===== config.mk =====
export PLATFORM = sky130hd
export DESIGN_NAME = rtc_bcd_counter
export DESIGN_NICKNAME = d
export VERILOG_FILES = /design/src/rtl/rtc_pkg.sv /design/src/rtl/rtc_bcd_digit.sv /design/src/rtl/rtc_bcd_counter.sv
export SDC_FILE = /design/constraint.sdc
export NUM_CORES = 1
export LEC_CHECK = 0
export CAP_MARGIN = 10
export CORE_MARGIN = 2
export CORE_UTILIZATION = 29
export DETAILED_ROUTE_END_ITERATION = 7
export HOLD_SLACK_MARGIN = 0.1
export PLACE_DENSITY = 0.53
export SLEW_MARGIN = 25
export SYNTH_ARGS = -nofsm -noshare
export SYNTH_HDL_FRONTEND = slang
export SYNTH_SLANG_ARGS = --single-unit

===== constraint.sdc =====
create_clock -name clock -period 4.85 [get_ports clock]
set_input_delay 1.455 -clock clock [delete_from_list [all_inputs] [get_ports clock]]
set_output_delay 1.455 -clock clock [all_outputs]
set_load 0.05 [all_outputs]

===== src/rtl/rtc_pkg.sv =====
// Shared types, digit limits and helper functions for the BCD real-time clock.
package rtc_pkg;

  typedef logic [3:0] bcd_t;

  typedef struct packed {
    bcd_t ms_hr;
    bcd_t ls_hr;
    bcd_t ms_min;
    bcd_t ls_min;
    bcd_t ms_sec;
    bcd_t ls_sec;
  } rtc_time_t;

  localparam bcd_t       DIGIT_MAX_9 = 4'd9;
  localparam bcd_t       DIGIT_MAX_5 = 4'd5;
  localparam logic [7:0] HOUR_MAX    = 8'd23;

  // 24-hour BCD hour pair to 12-hour BCD pair: 00->12, 13..23->01..11.
  function automatic logic [7:0] to_12h(input bcd_t ms, input bcd_t ls);
    logic [4:0] h24;
    logic [4:0] h12;
    h24 = 5'(ms) * 5'd10 + 5'(ls);
    if (h24 == 5'd0)
      h12 = 5'd12;
    else if (h24 > 5'd12)
      h12 = h24 - 5'd12;
    else
      h12 = h24;
    if (h12 >= 5'd10)
      to_12h = {4'd1, 4'(h12 - 5'd10)};
    else
      to_12h = {4'd0, 4'(h12)};
  endfunction

  function automatic logic load_valid(input rtc_time_t t);
    logic [7:0] hr;
    hr = 8'(t.ms_hr) * 8'd10 + 8'(t.ls_hr);
    return (t.ms_hr <= DIGIT_MAX_9) && (t.ls_hr <= DIGIT_MAX_9) &&
           (t.ms_min <= DIGIT_MAX_5) && (t.ls_min <= DIGIT_MAX_9) &&
           (t.ms_sec <= DIGIT_MAX_5) && (t.ls_sec <= DIGIT_MAX_9) &&
           (hr <= HOUR_MAX);
  endfunction

endpackage


===== src/rtl/rtc_bcd_digit.sv =====
// One BCD digit that wraps at MAX; carry_o fires on the increment that wraps it.
module rtc_bcd_digit
  import rtc_pkg::*;
#(
  parameter bcd_t MAX = DIGIT_MAX_9
) (
  input  logic clock,
  input  logic reset,
  input  logic inc_i,
  input  logic clear_i,
  input  logic load_i,
  input  bcd_t ld_val_i,
  output bcd_t value_o,
  output logic carry_o
);

  bcd_t value_q;
  bcd_t value_d;

  // NOTE: default assignment first so every path drives value_d and no latch is inferred.
  always_comb begin
    value_d = value_q;
    if (load_i)
      value_d = ld_val_i;
    else if (clear_i)
      value_d = '0;
    else if (inc_i)
      value_d = (value_q == MAX) ? '0 : value_q + 4'd1;
  end

  // NOTE: state registers use non-blocking assignment; reset is synchronous here.
  always_ff @(posedge clock) begin
    if (reset)
      value_q <= '0;
    else
      value_q <= value_d;
  end

  assign value_o = value_q;
  assign carry_o = inc_i && !load_i && !clear_i && (value_q == MAX);

endmodule


===== src/rtl/rtc_bcd_counter.sv =====
// HH:MM:SS BCD clock with prescaler, 12/24-hour display and validated load.
// Optional alarm compare is compiled in when RTC_ALARM_EN is defined.
module rtc_bcd_counter
  import rtc_pkg::*;
#(
  parameter int CLK_HZ = 1
) (
  input  logic       clock,
  input  logic       reset,
  input  logic       enable,
  input  logic       mode_12h,
  input  logic       load,
  input  logic [3:0] ld_ms_hr,
  input  logic [3:0] ld_ls_hr,
  input  logic [3:0] ld_ms_min,
  input  logic [3:0] ld_ls_min,
  input  logic [3:0] ld_ms_sec,
  input  logic [3:0] ld_ls_sec,
`ifdef RTC_ALARM_EN
  input  logic       al_set,
  input  logic [3:0] al_ms_hr,
  input  logic [3:0] al_ls_hr,
  input  logic [3:0] al_ms_min,
  input  logic [3:0] al_ls_min,
  input  logic       al_arm,
  output logic       alarm,
`endif
  output logic [3:0] ms_hr,
  output logic [3:0] ls_hr,
  output logic [3:0] ms_min,
  output logic [3:0] ls_min,
  output logic [3:0] ms_sec,
  output logic [3:0] ls_sec,
  output logic       pm,
  output logic       sec_tick,
  output logic       day_wrap,
  output logic       load_err
);

  localparam int                 CNT_W   = (CLK_HZ > 1) ? $clog2(CLK_HZ) : 1;
  localparam logic [CNT_W-1:0]   CNT_MAX = CNT_W'(CLK_HZ - 1);

  rtc_time_t         ld_time;
  logic              load_ok;
  logic              tick;
  logic [CNT_W-1:0]  cnt_q, cnt_d;
  bcd_t              hr_ms_q, hr_ms_d, hr_ls_q, hr_ls_d;
  bcd_t              min_ms_v, min_ls_v, sec_ms_v, sec_ls_v;
  logic              c_sec_ls, c_sec_ms, c_min_ls, min_carry;
  logic              hour_wrap;
  logic              sec_tick_q, day_wrap_q, load_err_q;
  logic [7:0]        hr_disp;

  assign ld_time   = {ld_ms_hr, ld_ls_hr, ld_ms_min, ld_ls_min, ld_ms_sec, ld_ls_sec};
  assign load_ok   = load && load_valid(ld_time);
  // Any load strobe, accepted or not, swallows a coincident tick.
  assign tick      = enable && !load && (cnt_q == CNT_MAX);
  assign hour_wrap = (hr_ms_q == 4'd2) && (hr_ls_q == 4'd3);

  always_comb begin
    cnt_d = cnt_q;
    if (load_ok)
      cnt_d = '0;
    else if (!load && enable)
      cnt_d = tick ? '0 : cnt_q + CNT_W'(1);
  end

  rtc_bcd_digit #(.MAX(DIGIT_MAX_9)) u_sec_ls (
    .clock, .reset, .inc_i(tick), .clear_i(1'b0), .load_i(load_ok),
    .ld_val_i(ld_ls_sec), .value_o(sec_ls_v), .carry_o(c_sec_ls));
  rtc_bcd_digit #(.MAX(DIGIT_MAX_5)) u_sec_ms (
    .clock, .reset, .inc_i(c_sec_ls), .clear_i(1'b0), .load_i(load_ok),
    .ld_val_i(ld_ms_sec), .value_o(sec_ms_v), .carry_o(c_sec_ms));
  rtc_bcd_digit #(.MAX(DIGIT_MAX_9)) u_min_ls (
    .clock, .reset, .inc_i(c_sec_ms), .clear_i(1'b0), .load_i(load_ok),
    .ld_val_i(ld_ls_min), .value_o(min_ls_v), .carry_o(c_min_ls));
  rtc_bcd_digit #(.MAX(DIGIT_MAX_5)) u_min_ms (
    .clock, .reset, .inc_i(c_min_ls), .clear_i(1'b0), .load_i(load_ok),
    .ld_val_i(ld_ms_min), .value_o(min_ms_v), .carry_o(min_carry));

  // Hours wrap at 23, so the pair is handled as one unit rather than two digits.
  always_comb begin
    hr_ms_d = hr_ms_q;
    hr_ls_d = hr_ls_q;
    if (load_ok) begin
      hr_ms_d = ld_ms_hr;
      hr_ls_d = ld_ls_hr;
    end else if (min_carry) begin
      if (hour_wrap) begin
        hr_ms_d = '0;
        hr_ls_d = '0;
      end else if (hr_ls_q == DIGIT_MAX_9) begin
        hr_ms_d = hr_ms_q + 4'd1;
        hr_ls_d = '0;
      end else begin
        hr_ls_d = hr_ls_q + 4'd1;
      end
    end
  end

  always_ff @(posedge clock) begin
    if (reset) begin
      cnt_q      <= '0;
      hr_ms_q    <= '0;
      hr_ls_q    <= '0;
      sec_tick_q <= 1'b0;
      day_wrap_q <= 1'b0;
      load_err_q <= 1'b0;
    end else begin
      cnt_q      <= cnt_d;
      hr_ms_q    <= hr_ms_d;
      hr_ls_q    <= hr_ls_d;
      sec_tick_q <= tick;
      day_wrap_q <= min_carry && hour_wrap;
      load_err_q <= load && !load_ok;
    end
  end

  assign hr_disp  = mode_12h ? to_12h(hr_ms_q, hr_ls_q) : {hr_ms_q, hr_ls_q};
  assign ms_hr    = hr_disp[7:4];
  assign ls_hr    = hr_disp[3:0];
  assign ms_min   = min_ms_v;
  assign ls_min   = min_ls_v;
  assign ms_sec   = sec_ms_v;
  assign ls_sec   = sec_ls_v;
  assign pm       = (hr_ms_q == 4'd2) || ((hr_ms_q == 4'd1) && (hr_ls_q >= 4'd2));
  assign sec_tick = sec_tick_q;
  assign day_wrap = day_wrap_q;
  assign load_err = load_err_q;

`ifdef RTC_ALARM_EN
  bcd_t al_ms_hr_q, al_ls_hr_q, al_ms_min_q, al_ls_min_q;

  always_ff @(posedge clock) begin
    if (reset) begin
      al_ms_hr_q  <= '0;
      al_ls_hr_q  <= '0;
      al_ms_min_q <= '0;
      al_ls_min_q <= '0;
    end else if (al_set) begin
      al_ms_hr_q  <= al_ms_hr;
      al_ls_hr_q  <= al_ls_hr;
      al_ms_min_q <= al_ms_min;
      al_ls_min_q <= al_ls_min;
    end
  end

  // sec_tick_q is never set by a load, so loads cannot raise the alarm.
  assign alarm = sec_tick_q && al_arm && (sec_ms_v == '0) && (sec_ls_v == '0) &&
                 ({hr_ms_q, hr_ls_q, min_ms_v, min_ls_v} ==
                  {al_ms_hr_q, al_ls_hr_q, al_ms_min_q, al_ls_min_q});
`endif

endmodule

==> results.json, run 1 <==
{
  "ys_warn_count": 0,
  "netlist_area_sq_mm": 0.00251,
  "r2r_end": "hr_ms_q[2]$_SDFFE_PP0P_",
  "routed_wl_mm": 6.78,
  "worstPathRequired_ns": 3.39,
  "min_path_type": "reg -> reg",
  "synth.yosys.seq_area_share": 0.223,
  "swShare": 0.313,
  "reg2reg_depth": 7,
  "async_flop_share": 0,
  "fmax_mhz": 215,
  "dieArea_sq_mm": 0.00941,
  "clock_latency_ns": 0.27,
  "synth_seq_cells": 28,
  "layout_common_cells": "clkdlybuf4s50_1 (48), nor3_1 (25), dfxtp_1 (25)",
  "power_uw": 515,
  "drtPass1Iterations": 4,
  "cts_tree": "built",
  "worstSetupEndpointType": "primary output",
  "finalHoldViolCount": 0,
  "multi_input_area_sq_mm": 0.00185,
  "drc": 0,
  "grt_antenna_before_repair": 0,
  "crit_fanout": 8,
  "vias": 2468,
  "skew_ns": 0.00228,
  "first_global_vias": 2419,
  "grt_start_max_net_pins": 25,
  "avgSynthCellArea_sq_um": 8.45,
  "final-max-slew-violation-count": 0,
  "ys.flop_type": "dfxtp_1",
  "n_antenna_cell": 0,
  "maxSlewHeadroom": 0.637,
  "cts.path.max_buffers": 2,
  "intPower_uw": 353,
  "final_common_cell": "clkdlybuf4s50_1",
  "pwr_density_cell_mw_per_mm2": 156,
  "cts_root_buf": "clkbuf_8",
  "rr_startpoint": "hr_ms_q[1]$_SDFFE_PP0P_",
  "finalNetCount": 403,
  "synthDistinctLibCells": 69,
  "numPortBuffers": 56,
  "grt_pass1_wl_mm": 11.5,
  "seqCellArea_sq_um": 567,
  "rsz0062_at_grt": "false",
  "fin_crit_ns": 4.64,
  "cts_setup_buffers": 0,
  "place.gp.congestion": 0.809,
  "syn-num-nets": 346,
  "max-cap-violations": 0,
  "die_h_um": 97.0,
  "leakagePower_nw": 1.16,
  "cts-htree-levels": 1,
  "tightest_slew_ns": 0.544,
  "status": "completed",
  "cp_data_arrival_time_ns": 3.19,
  "core_region_area_sq_mm": 0.00830,
  "crit_type": "reg -> out",
  "fill_cells": 844,
  "crit_start": "hr_ms_q[0]$_SDFFE_PP0P_",
  "start_kind": "flip-flop",
  "cts.clk_slew.worst_paths_ns": 0.10,
  "p_clk_frac": 0.254,
  "post_drt_wl_per_cell_um": 14.8,
  "switchingPower_uw": 161,
  "critPathCapture": "ls_hr[3]",
  "ff2ff_setup_slack_ns": 2.42,
  "first_iter_violations": 105,
  "clkSinkCount": 28,
  "drive_gt1_frac": 0.151,
  "grt_use_total": 0.143,
  "io_pins": 57,
  "area_growth_pct": 31.9,
  "ant_nets": 0,
  "hpwl_mm": 5.14,
  "setup_tns_ns": 0,
  "min_period_over_period": 0.957,
  "gr-total-overflow": 0,
  "seq_power_share": 0.455,
  "p_comb_frac": 0.291,
  "postCtsHoldBufs": 0,
  "cts_made_buffers": 3,
  "min_delay_path_depth": 1,
  "die_w_um": 97.0,
  "synth_cells": 297,
  "synth_edf_count": 0,
  "setup_viol": 0,
  "ir_drop_mv": 0.0818,
  "rows": 33,
  "start_util": 0.302,
  "avgViaCountPerCell": 5.40
}
[through the flow]
stage	util	worst slack (ns)	cells	hold WS [ns]	area [sq um]
2_1_floorplan	-	0.0129	297	0.453	2510
4_1_cts	0.397	0.0547	457	0.516	3290
5_1_grt	0.399	0.00554	457	0.571	3310
3_5_place_dp	0.391	0.206	454	0.493	3250
6_report	0.399	0.208	457	0.513	3310
3_3_place_gp	0.392	0.310	454	0.490	3250
[cells in the mapped netlist, types with 2 or more instances]
cell type | count | share of area
a221oi_1 | 2 | 0.0070
a32oi_1 | 2 | 0.0070
a31oi_1 | 5 | 0.012
a211o_1 | 2 | 0.0070
o211ai_1 | 4 | 0.012
and4bb_2 | 2 | 0.010
nor3b_2 | 2 | 0.010
a41o_1 | 2 | 0.0080
nor3_1 | 25 | 0.050
nor2_1 | 14 | 0.021
a211oi_1 | 3 | 0.0090
o2111ai_1 | 2 | 0.0070
nand3b_1 | 2 | 0.0060
fa_1 | 3 | 0.024
nand2b_1 | 3 | 0.0075
xor2_1 | 5 | 0.017
a21o_1 | 2 | 0.0060
nand2_1 | 20 | 0.030
xnor2_1 | 5 | 0.017
nor3b_1 | 3 | 0.0090
ha_1 | 17 | 0.085
o31ai_1 | 2 | 0.0060
nor4b_1 | 2 | 0.0070
dfxtp_1 | 28 | 0.22
inv_1 | 14 | 0.021
or3_1 | 3 | 0.0075
and3_1 | 3 | 0.0075
o21ai_0 | 18 | 0.036
mux2i_1 | 3 | 0.012
clkbuf_1 | 10 | 0.015
a21oi_1 | 16 | 0.032
o21a_1 | 2 | 0.0060
nand4_1 | 4 | 0.010
a311oi_1 | 4 | 0.014
a211oi_2 | 9 | 0.045
o22ai_2 | 2 | 0.010
nand3_1 | 8 | 0.016
nor2b_1 | 13 | 0.032
[state kept, by name, summed over array words and instances, names as in the netlist]
register	flops
cnt_q	1
day_wrap	1
hr_ls_q	4
hr_ms_q	4
load_err	1
sec_tick	1
u_min_ls.value_o	4
u_min_ms.value_o	4
u_sec_ls.value_o	4
u_sec_ms.value_o	4
[power groups by stage]
stage	Sequential, mW	Clock (mW)	Combinational [mW]
after global placement	0.240	0	0.148
after global routing	0.235	0.145	0.161
after detailed placement	0.240	0	0.148
after floorplan	0.247	0	0.0754
after CTS	0.235	0.134	0.149
final	0.234	0.131	0.150
[layout make-up]
cell class	count	area share
repair buffers	65	0.202
inverters	14	0.0159
well taps	105	0.0397
multi-input cells	242	0.559
flip-flops and latches	28	0.171
clock buffers	3	0.0125
[critical path, cell delays in order (launching register included)]
cell and delay, ns:
dfxtp_4 0.39, ha_1 0.30, ha_1 0.32, xor2_1 0.20
inv_2 0.11, ha_1 0.16, nand2_1 0.09, o211ai_1 0.09
a21boi_2 0.20, inv_1 0.06, ha_1 0.22, or3_1 0.39
a31oi_2 0.23, buf_12 0.17
[repair_timing]
| action | 4_1_cts | 5_1_grt |
|---|---|---|
| cloned | 0 | 0 |
| resized for setup | 3 | 7 |
| endpoints found under the hold margin | 0 | 0 |
| setup endpoints to repair | 1 | 4 |
[cell families after synthesis]
logic type | share of synthesized area
muxes | 0.0120
and+or+nand+nor | 0.261
buffers and inverters | 0.0454
xor gates and xnor gates | 0.0504
AOI/OAI and AO/OA | 0.299
adders and majority gates | 0.109
DFF | 0.223
[how the worst min path moves through the flow]
stage	from	end	slack [ns]
finish	u_min_ls.value_o[0]$_SDFFE_PP0P_	u_min_ls.value_o[0]$_SDFFE_PP0P_	0.51
global route	cnt_q$_SDFFE_PP0P_	sec_tick$_SDFF_PP0_	0.57
CTS	cnt_q$_SDFFE_PP0P_	sec_tick$_SDFF_PP0_	0.52
detailed placement	cnt_q$_SDFFE_PP0P_	sec_tick$_SDFF_PP0_	0.49
global placement	cnt_q$_SDFFE_PP0P_	sec_tick$_SDFF_PP0_	0.49
floorplan	cnt_q$_SDFFE_PP0P_	sec_tick$_SDFF_PP0_	0.45
[layer usage]
| metal | share of wire | global-route usage |
|---|---|---|
| met5 | 0 | 0 |
| met4 | 0.0043 | 0.0336 |
| met3 | 0.050 | 0.0195 |
| met2 | 0.47 | 0.246 |
| met1 | 0.48 | 0.190 |
Power figures use the tool's default switching activity.
==> inputs of run 2 (changes only) <==
Settings changed: PLACE_DENSITY 0.53 to unset, PLACE_DENSITY_LB_ADDON set to 0.25, SKIP_LAST_GASP set to 1.
==> run 2 against run 1 <==
  * Largest cell class unchanged
  * Maximum frequency shrank 1.7%
  * Non-clock buffer count grew 1
  * Wire length grew 0.40%
  * Largest power group unchanged
  * Sequential share of layout area shrank 0.083 points
  * Register-to-register slack gained 0.06 ns
  * Power grew 3.2%
  * Clock power grew 15%
==> results.json, run 2 (same netlist as run 1, synthesis figures left out) <==
{
  "first_iter_violations": 93,
  "status": "completed",
  "cts_root_buf": "clkbuf_8",
  "crit_top_cell": "ha_1",
  "finalNetCount": 404,
  "worstPathCellList": "ha_1, fa_1, inv_1, ha_1, nand2_1, o211ai_1, a21boi_2, inv_1, ha_1, or3_1, a31oi_2, buf_12",
  "rows": 33,
  "post-route-util": 0.400,
  "crit_type": "reg -> out",
  "fill_cells": 833,
  "skew_ns": 0.00911,
  "io_pins": 57,
  "cts_tree": "built",
  "worstPathRequired_ns": 3.39,
  "tightest_slew_ns": 0.816,
  "placedCellCount": 455,
  "final_common_cell": "clkdlybuf4s50_1",
  "critical-path-top-delay-family": "adder cells",
  "drive_gt1_frac": 0.144,
  "p_comb_frac": 0.276,
  "seq_power_share": 0.441,
  "ant_nets": 0,
  "worstSetupEndpointType": "primary output",
  "cts_made_buffers": 3,
  "r2r_end": "hr_ms_q[2]$_SDFFE_PP0P_",
  "die_w_um": 97.0,
  "leakagePower_nw": 1.17,
  "n_antenna_cell": 0,
  "hpwl_mm": 5.16,
  "layout_common_cells": "clkdlybuf4s50_1 (49), dfxtp_1 (26), nor3_1 (25)",
  "area_growth_pct": 32.2,
  "slowest_stage": "fa_1",
  "core_region_area_sq_mm": 0.00830,
  "min_period_over_period": 0.973,
  "finalHoldViolCount": 0,
  "avgViaCountPerCell": 5.33,
  "first_global_vias": 2317,
  "hold_end": "sec_tick$_SDFF_PP0_",
  "min_delay_path_depth": 1,
  "grt_use_total": 0.141,
  "final-max-slew-violation-count": 0,
  "numPortBuffers": 56,
  "die_h_um": 97.0,
  "setup_viol": 0,
  "dieArea_sq_mm": 0.00941,
  "min_path_type": "reg -> reg",
  "start_kind": "flip-flop",
  "cts-htree-levels": 1,
  "p_clk_frac": 0.283,
  "gr-total-overflow": 0,
  "rr_startpoint": "hr_ms_q[1]$_SDFFE_PP0P_",
  "grt_antenna_before_repair": 0,
  "ir_drop_mv": 0.103,
  "start_util": 0.302,
  "drtPass1Iterations": 4,
  "drc": 0,
  "intPower_uw": 368,
  "path_buf_inv": 3,
  "grt_start_max_net_pins": 18,
  "crit_fanout": 8,
  "cts.path.max_buffers": 2,
  "design_area_sq_mm": 0.00332,
  "ff2ff_setup_slack_ns": 2.48,
  "placedInstanceArea_sq_mm": 0.00325,
  "grt_pass1_wl_mm": 11.3,
  "vias": 2448,
  "swShare": 0.306,
  "cts.clk_slew.worst_paths_ns": 0.10,
  "max-cap-violations": 0,
  "switchingPower_uw": 163,
  "clkSinkCount": 28,
  "maxSlewHeadroom": 0.454,
  "cp_data_arrival_time_ns": 3.27,
  "setup_tns_ns": 0,
  "place.gp.congestion": 0.822,
  "pwr_density_cell_mw_per_mm2": 160,
  "fmax_mhz": 212,
  "instances_no_fill": 459,
  "reg2reg_depth": 7,
  "crit_path_max_incr_delay_ns": 0.55,
  "min_from": "cnt_q$_SDFFE_PP0P_",
  "fin_crit_ns": 4.72,
  "clock_latency_ns": 0.28,
  "post_drt_wl_per_cell_um": 14.8,
  "routed_wl_mm": 6.81
}
[run 2: area by class of cell]
cell class | count | area, sq um | share of cell area
clock buffer | 4 | 55.1 | 0.0166
inverter | 14 | 52.6 | 0.0158
multi-input combinational | 242 | 1840 | 0.556
sequential | 28 | 566 | 0.171
tap | 105 | 131 | 0.0396
timing repair buffer | 66 | 668 | 0.201
[run 2: worst max-delay path by stage]
| stage | start | endpoint | slack (ns) | depth (start not counted) |
|---|---|---|---|---|
| floorplan | hr_ms_q[0]$_SDFFE_PP0P_ | ls_hr[3] | 0.01 | 12 |
| global placement | hr_ms_q[0]$_SDFFE_PP0P_ | ls_hr[3] | 0.30 | 13 |
| detailed placement | hr_ms_q[0]$_SDFFE_PP0P_ | ls_hr[3] | 0.21 | 13 |
| CTS | hr_ms_q[0]$_SDFFE_PP0P_ | ls_hr[3] | 0.04 | 13 |
| global route | hr_ms_q[0]$_SDFFE_PP0P_ | ls_hr[3] | -0.04 | 11 |
| finish | hr_ms_q[0]$_SDFFE_PP0P_ | ls_hr[3] | 0.13 | 12 |
[run 2: timing repair]
item                                    4_1_cts  5_1_grt
endpoints found under the setup margin        1        4
buffers inserted                              0        0
gates resized for setup                       2        5
hold buffers                                  0        0
endpoints found under the hold margin         0        0
[run 2: power groups by stage]
| stage | combinational (mW) | clock (mW) | sequential, mW |
|---|---|---|---|
| after floorplan | 0.0754 | 0 | 0.247 |
| after global placement | 0.145 | 0 | 0.240 |
| after detailed placement | 0.146 | 0 | 0.240 |
| after CTS | 0.147 | 0.155 | 0.235 |
| after global routing | 0.157 | 0.162 | 0.235 |
| final | 0.147 | 0.150 | 0.234 |
[run 2: routing by layer]
layer	GRT usage	part of all wire	vias to the layer above
met2	0.235	0.48	53
met3	0.0202	0.034	4
met1	0.192	0.48	1150
met5	0	0	-
met4	0.0314	0.0050	0
li1	-	-	1241
[run 2: stage by stage]
step	hold WS, ns	power (mW)	setup slack [ns]
after floorplan	0.453	0.322	0.0129
after global placement	0.494	0.385	0.305
after detailed placement	0.486	0.386	0.207
after CTS	0.512	0.536	0.0434
after global routing	0.542	0.554	-0.0397
final	0.514	0.531	0.130
==> inputs of run 3 (changes only) <==
Clock period 4.85 ns to 4.05 ns, I/O delays scaled along.
==> run 3 against run 2 <==
  * The flow now finishes with violations (negative setup slack)
  * Clock skew down 0.0068 ns
  * Clock power increased by 5%
  * Wire length is 2.9% higher
  * Non-clock buffer count increased by 26
  * Register-to-register slack worse by 0.82 ns
  * Hold slack lost 0.00088 ns
  * Critical path depth decreased by 1
==> results.json, run 3 (same netlist as run 1, synthesis figures left out) <==
{
  "first_iter_violations": 125,
  "grt_antenna_before_repair": 0,
  "area_growth_pct": 44.9,
  "finalHoldViolCount": 0,
  "crit_path_max_incr_delay_ns": 0.38,
  "status": "finished, violations left",
  "die_w_um": 97.0,
  "seqCellArea_sq_um": 567,
  "worstSetupEndpointType": "primary output",
  "rr_startpoint": "hr_ms_q[0]$_SDFFE_PP0P_",
  "crit_start": "hr_ms_q[0]$_SDFFE_PP0P_",
  "clock_latency_ns": 0.28,
  "min_from": "cnt_q$_SDFFE_PP0P_",
  "setup_viol": 4,
  "layout_common_cells": "clkdlybuf4s50_1 (49), buf_4 (35), nor3_1 (25), dfxtp_1 (25), nand2_1 (19)",
  "cts-htree-levels": 1,
  "pwr_density_cell_mw_per_mm2": 175,
  "ir_drop_mv": 0.103,
  "numPortBuffers": 56,
  "ant_nets": 0,
  "skew_ns": 0.00233,
  "fmax_mhz": 240,
  "multi_input_area_sq_mm": 0.00193,
  "start_util": 0.302,
  "finalNetCount": 430,
  "die_h_um": 97.0,
  "n_antenna_cell": 0,
  "start_kind": "flip-flop",
  "drive_gt1_frac": 0.240,
  "whs_ns": 0.514,
  "cts_root_buf": "clkbuf_8",
  "min_period_over_period": 1.03,
  "drc": 0,
  "rows": 33,
  "violations": "negative setup slack",
  "postCtsHoldBufs": 0,
  "core_region_area_sq_mm": 0.00830,
  "drtPass1Iterations": 4,
  "dieArea_sq_mm": 0.00941,
  "path_buf_inv": 2,
  "avgViaCountPerCell": 5.34,
  "worst_slack_ns": -0.112,
  "cts_tree": "built",
  "clkSinkCount": 28,
  "routed_wl_mm": 7.00,
  "worstPathCellList": "ha_4, fa_2, xor2_2, buf_4, ha_1, nor4_2, o21a_1, nor2_1, or3_4, a31oi_2, buf_12",
  "gr-total-overflow": 0,
  "crit_fanout": 3,
  "grt_pass1_wl_mm": 12.0,
  "cts.path.max_buffers": 2,
  "final-max-slew-violation-count": 0,
  "cts_made_buffers": 3,
  "fill_cells": 802,
  "io_pins": 57,
  "grt_start_max_net_pins": 22,
  "worstPathRequired_ns": 2.83,
  "first_global_vias": 2611,
  "maxSlewHeadroom": 0.347,
  "tightest_slew_ns": 0.976,
  "leakagePower_nw": 1.30,
  "vias": 2585,
  "critical-path-top-delay-family": "adder cells",
  "grt_use_total": 0.148,
  "min_path_type": "reg -> reg",
  "final_common_cell": "clkdlybuf4s50_1",
  "max-cap-violations": 0,
  "cp_data_arrival_time_ns": 2.95,
  "post_drt_wl_per_cell_um": 14.5,
  "slowest_stage": "dfxtp_4",
  "crit_type": "reg -> out",
  "cts.clk_slew.worst_paths_ns": 0.10,
  "rsz0062_at_grt": "true",
  "place.gp.congestion": 0.824,
  "hpwl_mm": 5.38,
  "placedCellCount": 477,
  "instances_no_fill": 484,
  "fin_crit_ns": 4.16
}
-- run 3: cell count changes in the layout (fill, tap and decap cells not counted), sizes merged --
cell,delta
clkbuf,-1
buf,+26
-- run 3: area by class of cell --
type,count,share of cell area
Tap cell,105,0.0361
Clock buffer,3,0.0114
Sequential cell,28,0.156
Inverter,14,0.0145
Timing Repair Buffer,92,0.251
Multi-Input combinational cell,242,0.531
-- run 3: where the power goes --
group	leakage, nW	switching (mW)	internal, mW
Sequential	0.228	0.00312	0.277
Clock	0.0216	0.0901	0.0670
Combinational	1.05	0.102	0.0951
Total	1.30	0.195	0.439
-- run 3: worst paths after layout --
| path | endpoint | slack, ns | depth (start not counted) |
|---|---|---|---|
| max | ls_hr[3] | -0.11 | 11 |
| min | sec_tick$_SDFF_PP0_ | 0.51 | 1 |
| max reg2reg | hr_ms_q[2]$_SDFFE_PP0P_ | 1.66 | 9 |
| min reg2reg | sec_tick$_SDFF_PP0_ | 0.51 | 1 |
-- run 3: per-layer routing --
metal / vias to the layer above / wire length, um / GRT usage
li1: 1297 / - / -
met1: 1216 / 3230 / 0.193
met2: 65 / 3410 / 0.263
met3: 7 / 295 / 0.0181
met4: 0 / 64 / 0.0303
met5: - / 0 / 0
-- run 3: worst register-to-register path, cell delays in order (launching register included) --
cell and delay [ns]:
dfxtp_4 0.38, buf_4 0.16, inv_1 0.07, ha_1 0.15
nor4bb_1 0.35, mux2i_1 0.17, nor4_4 0.29, nand2_1 0.13
or3_1 0.33, a311oi_1 0.27
-- run 3: stage by stage --
stage | cell area, sq um | power (mW) | setup TNS [ns] | util | setup slack, ns
2_1_floorplan | 2520 | 0.387 | -0.237 | - | -0.237
4_1_cts | 3600 | 0.641 | -0.249 | 0.434 | -0.0933
5_1_grt | 3630 | 0.668 | -0.764 | 0.438 | -0.252
3_3_place_gp | 3470 | 0.481 | -0.0535 | 0.418 | -0.0319
3_5_place_dp | 3470 | 0.482 | -0.186 | 0.418 | -0.0450
6_report | 3630 | 0.635 | -0.286 | 0.438 | -0.112
-- run 3: timing repair --
item                                    4_1_cts  5_1_grt
buffers inserted                              3        1
endpoints found under the setup margin        4        4
pin swaps                                     2        5
resized for setup                            14        7
